`config.mk`:
```
export PLATFORM = sky130hd
export DESIGN_NAME = retire_trace_buffer_flat
export DESIGN_NICKNAME = d
export VERILOG_FILES = /design/src/rtl/retire_trace_buffer_if.sv /design/src/rtl/retire_trace_buffer.sv /design/src/flat_wrapper.sv
export SDC_FILE = /design/constraint.sdc
export NUM_CORES = 2
export LEC_CHECK = 0
export CAP_MARGIN = 20
export CELL_PAD_IN_SITES_DETAIL_PLACEMENT = 1
export CELL_PAD_IN_SITES_GLOBAL_PLACEMENT = 2
export CORE_AREA = 2 2 350 352
export DETAILED_ROUTE_END_ITERATION = 8
export DIE_AREA = 0 0 352 354
export DONT_BUFFER_PORTS = 1
export PLACE_DENSITY_LB_ADDON = 0.08
export SLEW_MARGIN = 10
export SYNTH_ARGS = -nofsm -noshare
export SYNTH_HDL_FRONTEND = slang
export SYNTH_SLANG_ARGS = --single-unit
```
`constraint.sdc`:
```
create_clock -name clk -period 43.7 [get_ports clk]
set_clock_uncertainty 0.2 [all_clocks]
set_input_delay 4.37 -clock clk [delete_from_list [all_inputs] [get_ports clk]]
set_output_delay 4.37 -clock clk [all_outputs]
set_load 0.01 [all_outputs]
```
`src/rtl/retire_trace_buffer_if.sv`:
```
// Commit-side capture inputs, trace record stream and status flags of the retire trace buffer.
// master = cpu/consumer side, slave = the buffer itself.
interface retire_trace_buffer_if #(
    parameter int DEPTH = 16,
    parameter int CNT_W = 32
);
    localparam int FW = $clog2(DEPTH) + 1;

    logic             capture_en;
    logic [15:0]      pc;
    logic             reg_write;
    logic [3:0]       write_reg;
    logic [15:0]      write_data;
    logic             mem_read;
    logic             mem_write;
    logic [15:0]      mem_addr;
    logic [15:0]      mem_data;
    logic             hlt;
    logic             evt_valid;
    logic             evt_ready;
    logic [15:0]      evt_inum;
    logic [15:0]      evt_pc;
    logic [1:0]       evt_kind;
    logic [3:0]       evt_reg;
    logic [15:0]      evt_value;
    logic [15:0]      evt_addr;
    logic             evt_halt;
    logic             halted;
    logic             overflow;
    logic [15:0]      dropped_count;
    logic [CNT_W-1:0] cycle_count;
    logic [FW-1:0]    fill;

    modport master (
        output capture_en, pc, reg_write, write_reg, write_data, mem_read, mem_write,
               mem_addr, mem_data, hlt, evt_ready,
        input  evt_valid, evt_inum, evt_pc, evt_kind, evt_reg, evt_value, evt_addr,
               evt_halt, halted, overflow, dropped_count, cycle_count, fill
    );

    modport slave (
        input  capture_en, pc, reg_write, write_reg, write_data, mem_read, mem_write,
               mem_addr, mem_data, hlt, evt_ready,
        output evt_valid, evt_inum, evt_pc, evt_kind, evt_reg, evt_value, evt_addr,
               evt_halt, halted, overflow, dropped_count, cycle_count, fill
    );
endinterface

```
`src/rtl/retire_trace_buffer.sv`:
```
// Retirement monitor: classifies each committed instruction, numbers it and queues the
// record in a FIFO that drains over a valid/ready stream.
module retire_trace_buffer #(
    parameter int DEPTH = 16,
    parameter int CNT_W = 32
) (
    input  logic                 clk,
    input  logic                 rst,
    retire_trace_buffer_if.slave bus
);
    localparam int AW = $clog2(DEPTH);
    localparam int FW = AW + 1;

    typedef struct packed {
        logic        halt;
        logic [1:0]  kind;
        logic [3:0]  rd;
        logic [15:0] value;
        logic [15:0] addr;
        logic [15:0] pc;
        logic [15:0] inum;
    } rec_t;

    typedef enum logic {
        ST_RUN    = 1'b0,
        ST_HALTED = 1'b1
    } state_t;

    state_t           r_state;
    state_t           w_state_next;
    rec_t             r_mem [DEPTH];
    rec_t             w_rec;
    rec_t             w_head;
    logic [AW-1:0]    r_wr_ptr;
    logic [AW-1:0]    r_rd_ptr;
    logic [FW-1:0]    r_fill;
    logic [15:0]      r_inum;
    logic [15:0]      r_dropped;
    logic             r_overflow;
    logic [CNT_W-1:0] r_cycle;
    logic             w_capture;
    logic             w_pop;
    logic             w_full;
    logic             w_push;
    logic             w_drop;

    assign w_capture = bus.capture_en & (r_state == ST_RUN);
    assign w_pop     = (r_fill != '0) & bus.evt_ready;
    assign w_full    = (r_fill == FW'(DEPTH));
    // A full FIFO still accepts a push when the head leaves in the same cycle.
    assign w_push    = w_capture & (~w_full | w_pop);
    assign w_drop    = w_capture & ~w_push;

    always_comb begin
        w_rec      = '0;
        w_rec.pc   = bus.pc;
        w_rec.inum = r_inum;
        if (bus.hlt) begin
            w_rec.halt = 1'b1;
            w_rec.kind = 2'd0;
        end else if (bus.mem_write) begin
            w_rec.kind  = 2'd3;
            w_rec.value = bus.mem_data;
            w_rec.addr  = bus.mem_addr;
        end else if (bus.reg_write && bus.mem_read) begin
            w_rec.kind  = 2'd2;
            w_rec.rd    = bus.write_reg;
            w_rec.value = bus.write_data;
            w_rec.addr  = bus.mem_addr;
        end else if (bus.reg_write) begin
            w_rec.kind  = 2'd1;
            w_rec.rd    = bus.write_reg;
            w_rec.value = bus.write_data;
        end else begin
            w_rec.kind = 2'd0;
        end
    end

    always_comb begin
        w_state_next = r_state;
        case (r_state)
            ST_RUN: begin
                if (w_capture && bus.hlt) begin
                    w_state_next = ST_HALTED;
                end else begin
                    w_state_next = ST_RUN;
                end
            end
            ST_HALTED: w_state_next = ST_HALTED;
            default:   w_state_next = ST_RUN;
        endcase
    end

    always_ff @(posedge clk or posedge rst) begin
        if (rst) begin
            r_state    <= ST_RUN;
            r_wr_ptr   <= '0;
            r_rd_ptr   <= '0;
            r_fill     <= '0;
            r_inum     <= 16'h0000;
            r_dropped  <= 16'h0000;
            r_overflow <= 1'b0;
            r_cycle    <= '0;
            for (int i = 0; i < DEPTH; i++) begin
                r_mem[i] <= '0;
            end
        end else begin
            r_state <= w_state_next;
            r_cycle <= r_cycle + CNT_W'(1);
            // Dropped captures still consume a number so gaps reveal the loss downstream.
            if (w_capture) begin
                r_inum <= r_inum + 16'd1;
            end
            if (w_push) begin
                r_mem[r_wr_ptr] <= w_rec;
                r_wr_ptr        <= r_wr_ptr + AW'(1);
            end
            if (w_pop) begin
                r_rd_ptr <= r_rd_ptr + AW'(1);
            end
            if (w_push && !w_pop) begin
                r_fill <= r_fill + FW'(1);
            end else if (w_pop && !w_push) begin
                r_fill <= r_fill - FW'(1);
            end
            if (w_drop) begin
                r_overflow <= 1'b1;
                if (r_dropped != 16'hFFFF) begin
                    r_dropped <= r_dropped + 16'd1;
                end
            end
        end
    end

    assign w_head            = r_mem[r_rd_ptr];
    assign bus.evt_valid     = (r_fill != '0);
    assign bus.evt_inum      = w_head.inum;
    assign bus.evt_pc        = w_head.pc;
    assign bus.evt_kind      = w_head.kind;
    assign bus.evt_reg       = w_head.rd;
    assign bus.evt_value     = w_head.value;
    assign bus.evt_addr      = w_head.addr;
    assign bus.evt_halt      = w_head.halt;
    assign bus.halted        = (r_state == ST_HALTED);
    assign bus.overflow      = r_overflow;
    assign bus.dropped_count = r_dropped;
    assign bus.cycle_count   = r_cycle;
    assign bus.fill          = r_fill;
endmodule

```
`src/flat_wrapper.sv`:
```
// flat-port wrapper written by rule: the top's interface ports become plain ports
module retire_trace_buffer_flat 
#(
    parameter int DEPTH = 16,
    parameter int CNT_W = 32
)
  (clk, rst, bus_capture_en, bus_pc, bus_reg_write, bus_write_reg, bus_write_data, bus_mem_read, bus_mem_write, bus_mem_addr, bus_mem_data, bus_hlt, bus_evt_ready, bus_evt_valid, bus_evt_inum, bus_evt_pc, bus_evt_kind, bus_evt_reg, bus_evt_value, bus_evt_addr, bus_evt_halt, bus_halted, bus_overflow, bus_dropped_count, bus_cycle_count, bus_fill);
  retire_trace_buffer_if #(.DEPTH(DEPTH), .CNT_W(CNT_W)) bus_i ();
  input  logic clk;
  input  logic rst;
  input wire logic [$bits(bus_i.capture_en)-1:0] bus_capture_en;
  input wire logic [$bits(bus_i.pc)-1:0] bus_pc;
  input wire logic [$bits(bus_i.reg_write)-1:0] bus_reg_write;
  input wire logic [$bits(bus_i.write_reg)-1:0] bus_write_reg;
  input wire logic [$bits(bus_i.write_data)-1:0] bus_write_data;
  input wire logic [$bits(bus_i.mem_read)-1:0] bus_mem_read;
  input wire logic [$bits(bus_i.mem_write)-1:0] bus_mem_write;
  input wire logic [$bits(bus_i.mem_addr)-1:0] bus_mem_addr;
  input wire logic [$bits(bus_i.mem_data)-1:0] bus_mem_data;
  input wire logic [$bits(bus_i.hlt)-1:0] bus_hlt;
  input wire logic [$bits(bus_i.evt_ready)-1:0] bus_evt_ready;
  output wire logic [$bits(bus_i.evt_valid)-1:0] bus_evt_valid;
  output wire logic [$bits(bus_i.evt_inum)-1:0] bus_evt_inum;
  output wire logic [$bits(bus_i.evt_pc)-1:0] bus_evt_pc;
  output wire logic [$bits(bus_i.evt_kind)-1:0] bus_evt_kind;
  output wire logic [$bits(bus_i.evt_reg)-1:0] bus_evt_reg;
  output wire logic [$bits(bus_i.evt_value)-1:0] bus_evt_value;
  output wire logic [$bits(bus_i.evt_addr)-1:0] bus_evt_addr;
  output wire logic [$bits(bus_i.evt_halt)-1:0] bus_evt_halt;
  output wire logic [$bits(bus_i.halted)-1:0] bus_halted;
  output wire logic [$bits(bus_i.overflow)-1:0] bus_overflow;
  output wire logic [$bits(bus_i.dropped_count)-1:0] bus_dropped_count;
  output wire logic [$bits(bus_i.cycle_count)-1:0] bus_cycle_count;
  output wire logic [$bits(bus_i.fill)-1:0] bus_fill;
  assign bus_i.capture_en = bus_capture_en;
  assign bus_i.pc = bus_pc;
  assign bus_i.reg_write = bus_reg_write;
  assign bus_i.write_reg = bus_write_reg;
  assign bus_i.write_data = bus_write_data;
  assign bus_i.mem_read = bus_mem_read;
  assign bus_i.mem_write = bus_mem_write;
  assign bus_i.mem_addr = bus_mem_addr;
  assign bus_i.mem_data = bus_mem_data;
  assign bus_i.hlt = bus_hlt;
  assign bus_i.evt_ready = bus_evt_ready;
  assign bus_evt_valid = bus_i.evt_valid;
  assign bus_evt_inum = bus_i.evt_inum;
  assign bus_evt_pc = bus_i.evt_pc;
  assign bus_evt_kind = bus_i.evt_kind;
  assign bus_evt_reg = bus_i.evt_reg;
  assign bus_evt_value = bus_i.evt_value;
  assign bus_evt_addr = bus_i.evt_addr;
  assign bus_evt_halt = bus_i.evt_halt;
  assign bus_halted = bus_i.halted;
  assign bus_overflow = bus_i.overflow;
  assign bus_dropped_count = bus_i.dropped_count;
  assign bus_cycle_count = bus_i.cycle_count;
  assign bus_fill = bus_i.fill;
  retire_trace_buffer #(.DEPTH(DEPTH), .CNT_W(CNT_W)) u_core (.clk(clk), .rst(rst), .bus(bus_i));
endmodule
```
**Yosys cells after proc, flatten, opt, wreduce, memory -nomap -nowiden**

Index checks and enable logic that the tools add are counted.

- Input port bits: 76
- Output and inout port bits: 127
- Bits in registers: 1,215

- $lt $le $gt $ge: 3
- Reduce and logical (&&, ||, !) cells: 10
- Multiplexer cells: 20
- Equal/unequal tests: 2
- $add $sub $neg: 7
- Bitwise gates (word level): 10

Operators with widths:

| cell | number |
|---|---|
| bitwise mux 1136 bit | 1 |
| binary-select mux 71 bit (select 4 bit) | 1 |
| demux 71 bit (select 4 bit) | 1 |
| two-way mux 71 bit | 3 |
| two-way mux 36 bit | 1 |
| adder 16 x 1 -> 16 bit, second input constant | 2 |
| adder 32 x 1 -> 32 bit, second input constant | 1 |
| two-way mux 32 bit | 1 |
| two-way mux 22 bit | 1 |
| two-way mux 20 bit | 1 |
| two-way mux 16 bit | 1 |
| != test 16 bit, second input constant | 1 |
| greater-or-equal comparator 5 bit, second input constant | 2 |
| two-way mux 5 bit | 2 |
| inverter 4 -> 5 bit | 2 |
| adder 4 x 1 -> 4 bit, second input constant | 2 |
| adder 5 x 1 -> 5 bit, second input constant | 1 |
| == test 5 bit, second input constant | 1 |
| logical AND 1 bit | 5 |
| < comparator 5 x 1 -> 1 bit, second input constant | 1 |
| nonzero test 5 bit | 1 |
| subtractor 5 x 1 -> 5 bit, second input constant | 1 |
| bitwise AND 1 bit | 4 |
| two-way mux 2 bit | 2 |
| 8 further kinds | 13 |

**Longest topological paths before layout**

- Depth in word-level cells: 8
- Gate-level depth with buffers: 11
- Mapped depth without buffers: 11

**Worst setup path before layout**

OpenSTA, ideal clock, no wires.

- Path kind: in2reg
- From: input port bus_evt_ready
- To: register u_core.r_fill[4], in the netlist u_core.bus.fill[4]
- Path slack: 37.244 ns
- Required time: 43.373 ns
- Data arrival time: 6.130 ns
- Stages: 11
- Path through: nor2b_1 > a21oi_4 > buf_6 > ha_1 > inv_1 > fa_1 > a21o_1 > a21oi_1 > xnor2_1 > nor2_1 > xor2_1

- Word-level cells in the longest chain between the ends: 6

Ends and longest elaborated chain:

| item | RTL line | text |
|---|---|---|
| from (decl) | flat_wrapper.sv:21 | `input wire logic [$bits(bus_i.evt_ready)-1:0] bus_evt_ready;` |
| bitwise AND 1 bit (*) | retire_trace_buffer.sv:48 | `assign w_pop = (r_fill != '0) & bus.evt_ready;` |
| OR 1 bit (*) | retire_trace_buffer.sv:51 | `assign w_push = w_capture & (~w_full \| w_pop);` |
| bitwise AND 1 bit (*) | retire_trace_buffer.sv:51 |  |
| named net u_core.w_push | retire_trace_buffer.sv:44 | `logic w_push;` |
| zero test 1 bit | retire_trace_buffer.sv:123 | `end else if (w_pop && !w_push) begin` |
| logical AND 1 bit | retire_trace_buffer.sv:123 |  |
| nonzero test 2 bit (no line) | - |  |
| to (signal assigned) | retire_trace_buffer.sv:122 | `r_fill <= r_fill + FW'(1);` |
| to (signal assigned) | retire_trace_buffer.sv:124 | `r_fill <= r_fill - FW'(1);` |
| to (decl) | retire_trace_buffer.sv:36 | `logic [FW-1:0] r_fill;` |

The timed path passes the listed nets; every way through them passes the cells marked *.
A chain may end at the register's enable or synchronous reset.

**Worst setup path after layout**

- From: register u_core.r_rd_ptr[1]
- To: output port bus_evt_reg[1]

- Word-level cells in the longest chain between the ends: 4

Ends and longest elaborated chain:

| item | RTL line | text |
|---|---|---|
| from (decl) | retire_trace_buffer.sv:35 | `logic [AW-1:0] r_rd_ptr;` |
| from (signal assigned) | retire_trace_buffer.sv:119 | `r_rd_ptr <= r_rd_ptr + AW'(1);` |
| inverter 4 -> 5 bit (implied by the code) | retire_trace_buffer.sv:135 | `assign w_head = r_mem[r_rd_ptr];` |
| binary-select mux 71 bit (select 4 bit) | retire_trace_buffer.sv:135 |  |
| two-way mux 71 bit (implied by the code) (2 in a row) | retire_trace_buffer.sv:135 |  |
| to (decl) | flat_wrapper.sv:26 | `output wire logic [$bits(bus_i.evt_reg)-1:0] bus_evt_reg;` |

Every way passes these cells. The select of a mux whose other input is x is not followed.

==> out/metrics.cfg <==
[setup_path]
cp.required_ns = 39.13
arrival_ns = 4.70
crit_start = u_core.r_rd_ptr[1]$_DFFE_PP0P_
crit_path_end_kind = primary output
path_cells = buf_4, buf_4, mux4_2, a22oi_1, nand2_1
worst-setup-path-type = register to primary output
critPathCapture = bus_evt_reg[1]
rr_worst_depth = 7
cp.depth = 5
start_kind = register
path_delay_family = buffers and inverters
slowest_stage = dfrtp_4
critPathMostFrequentCell = buf_4
worstReg2RegEnd = u_core.r_mem[887]$_DFFE_PP0P_
cp_max_fo = 65
r2r_start = u_core.bus.fill[0]$_DFFE_PP0P_
reg2reg_slack_ns = 39.73
critPathMaxStageDelay_ns = 1.07
crit_buf_inv = 2

[clock_network]
post_cts_resized = 0
clk_path_buf_depth = 3
cts_tree = built
cts_sinks = 1215
post-cts-setup-buffers = 0
clk_latency_ns = 0.76
htreeDepth = 4
hold_buffers = 0
cts_root_buf = clkbuf_16
clk_pin_slew_worst_paths_ns = 0.06
numCtsBuffers = 142

[global_route]
first_global_vias = 37604
grt_max_degree = 182
grt_pass1_wl_mm = 241
grt.total_usage = 0.256
grt_overflow = 0
grt_antenna_before_repair = 6

[final_layout]
fillers = 12019
fin_nets = 4067
drive_gt1_frac = 0.276
final_cells = 5713
fin_area_mm2 = 0.0596
syn_to_final_growth_pct = 10.7

[timing]
fin_ws_ns = 34.43
rsz0062_at_grt = false
period_needed_ns = 9.27
slew_violations = 0
worst_pin_slew_ns = 1.14
post-route-period-util = 0.212
fmax_mhz = 108
finalHoldViolCount = 0
finalSetupTns_ns = 0
relSlewSlack = 0.241
setup_viol_count_final = 0

[yosys]
synth_xor_area_frac = 0.0114
synthesis.nets = 4213
synth_cell_types = 45
avgSynthCellArea_um2 = 13.1
synth_top_family_by_area = multiplexers
synth_flop_cell = dfrtp_1
synth_common_cells = dfrtp_1, nand2_1, o21ai_0
synth_seq_cells = 1215
synthesis.area_mm2 = 0.0539
yosys_warnings = 0
synth_compound_area_frac = 0.0800
muxShareOfSynthArea = 0.238
syn_inst = 4124
ys_seq_area_frac = 0.564
synthTopCellsByArea = dfrtp_1, mux4_2, mux2_2, o21ai_0, nand2_1
synth_edf_count = 0
yosysTopAreaCell = dfrtp_1
synthAdderAreaFrac = 0.00316
async_flop_share = 1.00
yosysMostFrequentCell = dfrtp_1
synth-simple-area-share = 0.0684
synth.top_cell.area_share = 0.564

[drt]
drtIter0Drc = 2221
wirelength_mm = 157
vias_per_cell = 5.88
wl_per_cell_um = 27.5
vias = 33597
drt_pass1_iterations = 5
drc_errors = 0
postRouteAntennaNets = 0

[job]
max-cap-violations = 0

[power_and_ir_drop]
p_per_area_mw_per_mm2 = 49.0
pwr-share-seq = 0.419
power.total_mw = 2.92
p_leak_nw = 27.7
power.switching_uw = 848
power_frac_clock = 0.412
swShare = 0.290
ir_drop_mv = 0.0452
power.internal_mw = 2.08
p_comb_frac = 0.169

[floorplanning]
coreArea_mm2 = 0.121
row_count = 128
die_w_um = 352
dieArea_mm2 = 0.125
die_h_um = 354
ioPinCount = 203
initial_core_util = 0.446

[placement]
place_congestion = 0.758
place_area_mm2 = 0.0548
dpl.cell_count = 5451
dp_slack_ns = 34.72
port_buffers = 0
dpl.hpwl_mm = 87.2

[worst_hold_path]
holdCritPathClass = register to register

[run_status]
status = finished clean

[power by group through the flow]
stage	clock network (mW)	registers (mW)	logic (mW)
after floorplan	0	1.21	0.369
after global placement	0	1.25	0.478
after detailed placement	0	1.25	0.501
after CTS	1.23	1.23	0.502
after global routing	1.28	1.23	0.529
final	1.20	1.23	0.493
[worst min-delay path by stage]
stage	startpoint	to	slack, ns	cells past startpoint
3_5_place_dp	u_core.r_mem[698]$_DFFE_PP0P_	u_core.r_mem[698]$_DFFE_PP0P_	0.27	2
3_3_place_gp	u_core.r_mem[398]$_DFFE_PP0P_	u_core.r_mem[398]$_DFFE_PP0P_	0.26	2
5_1_grt	u_core.r_mem[113]$_DFFE_PP0P_	u_core.r_mem[113]$_DFFE_PP0P_	0.30	2
2_1_floorplan	u_core.r_mem[119]$_DFFE_PP0P_	u_core.r_mem[119]$_DFFE_PP0P_	0.24	2
4_1_cts	u_core.r_mem[698]$_DFFE_PP0P_	u_core.r_mem[698]$_DFFE_PP0P_	0.28	2
6_report	u_core.r_mem[698]$_DFFE_PP0P_	u_core.r_mem[698]$_DFFE_PP0P_	0.28	2
[through the flow]
| stage | util | hold WS (ns) |
|---|---|---|
| floorplan | - | 0.244 |
| global placement | 0.453 | 0.256 |
| detailed placement | 0.453 | 0.267 |
| CTS | 0.492 | 0.279 |
| global route | 0.493 | 0.302 |
| finish | 0.493 | 0.276 |
[worst register-to-register path: cells and delay by family, from the launching register on]
family,cells,cell delay [ns]
DFF,1,0.50
buffers and inverters,3,1.71
AOI/OAI and AO/OA,2,0.30
and+or+nand+nor,2,1.09
[flip-flops by register name, summed over array words and instances (netlist names)]
register / cells
u_core.bus.halted: 1
u_core.bus.dropped_count: 16
u_core.r_mem: 1136
u_core.r_wr_ptr: 4
u_core.r_inum: 16
u_core.bus.overflow: 1
u_core.r_rd_ptr: 4
u_core.bus.cycle_count: 32
u_core.bus.fill: 5
[cells by family (layout without fill, tap and decap cells)]
logic type               after synthesis  in the layout
AND/OR/NAND/NOR                      854            854
adder cells (fa/ha/maj)               13             13
AO/OA/AOI/OAI                        778            778
buffers and inverters                379            342
other                                  0              1
XOR/XNOR                              70             70
multiplexers                         815            815
flip-flops                          1215           1215
[cell usage in the layout, fill, tap and decap left out, types with 16 or more instances in the layout]
| cell | n |
|---|---|
| dfrtp_1 | 1213 |
| mux2_4 | 126 |
| buf_4 | 75 |
| clkbuf_8 | 28 |
| a22oi_1 | 158 |
| mux2_1 | 18 |
| o21ai_1 | 30 |
| clkbuf_1 | 39 |
| xnor2_1 | 49 |
| nand2_1 | 729 |
| nand3_1 | 22 |
| mux2_2 | 387 |
| o21ai_0 | 581 |
| xor2_1 | 21 |
| clkinv_2 | 16 |
| clkbuf_16 | 152 |
| nand4_1 | 24 |
| mux4_2 | 284 |
[routing by layer]
layer | GRT usage | vias up | share of wire
met1 | 0.347 | 18235 | 0.45
met3 | 0.0489 | 241 | 0.043
li1 | - | 14445 | -
met4 | 0.0772 | 8 | 0.023
met2 | 0.421 | 668 | 0.48
met5 | 0 | - | 0.00034
[final cells by class]
| type | instances | area [um^2] | share of cell area |
|---|---|---|---|
| diodes | 1 | 2.50 | 0.0000420 |
| flip-flops and latches | 1215 | 30400 | 0.510 |
| clock inverters | 34 | 412 | 0.00690 |
| repair buffers | 84 | 751 | 0.0126 |
| inverters | 5 | 26.3 | 0.000440 |
| multi-input cells | 2530 | 21700 | 0.363 |
| clock buffers | 219 | 4340 | 0.0727 |
| well taps | 1625 | 2030 | 0.0341 |
No activity file was read; power rests on OpenSTA's default activity.
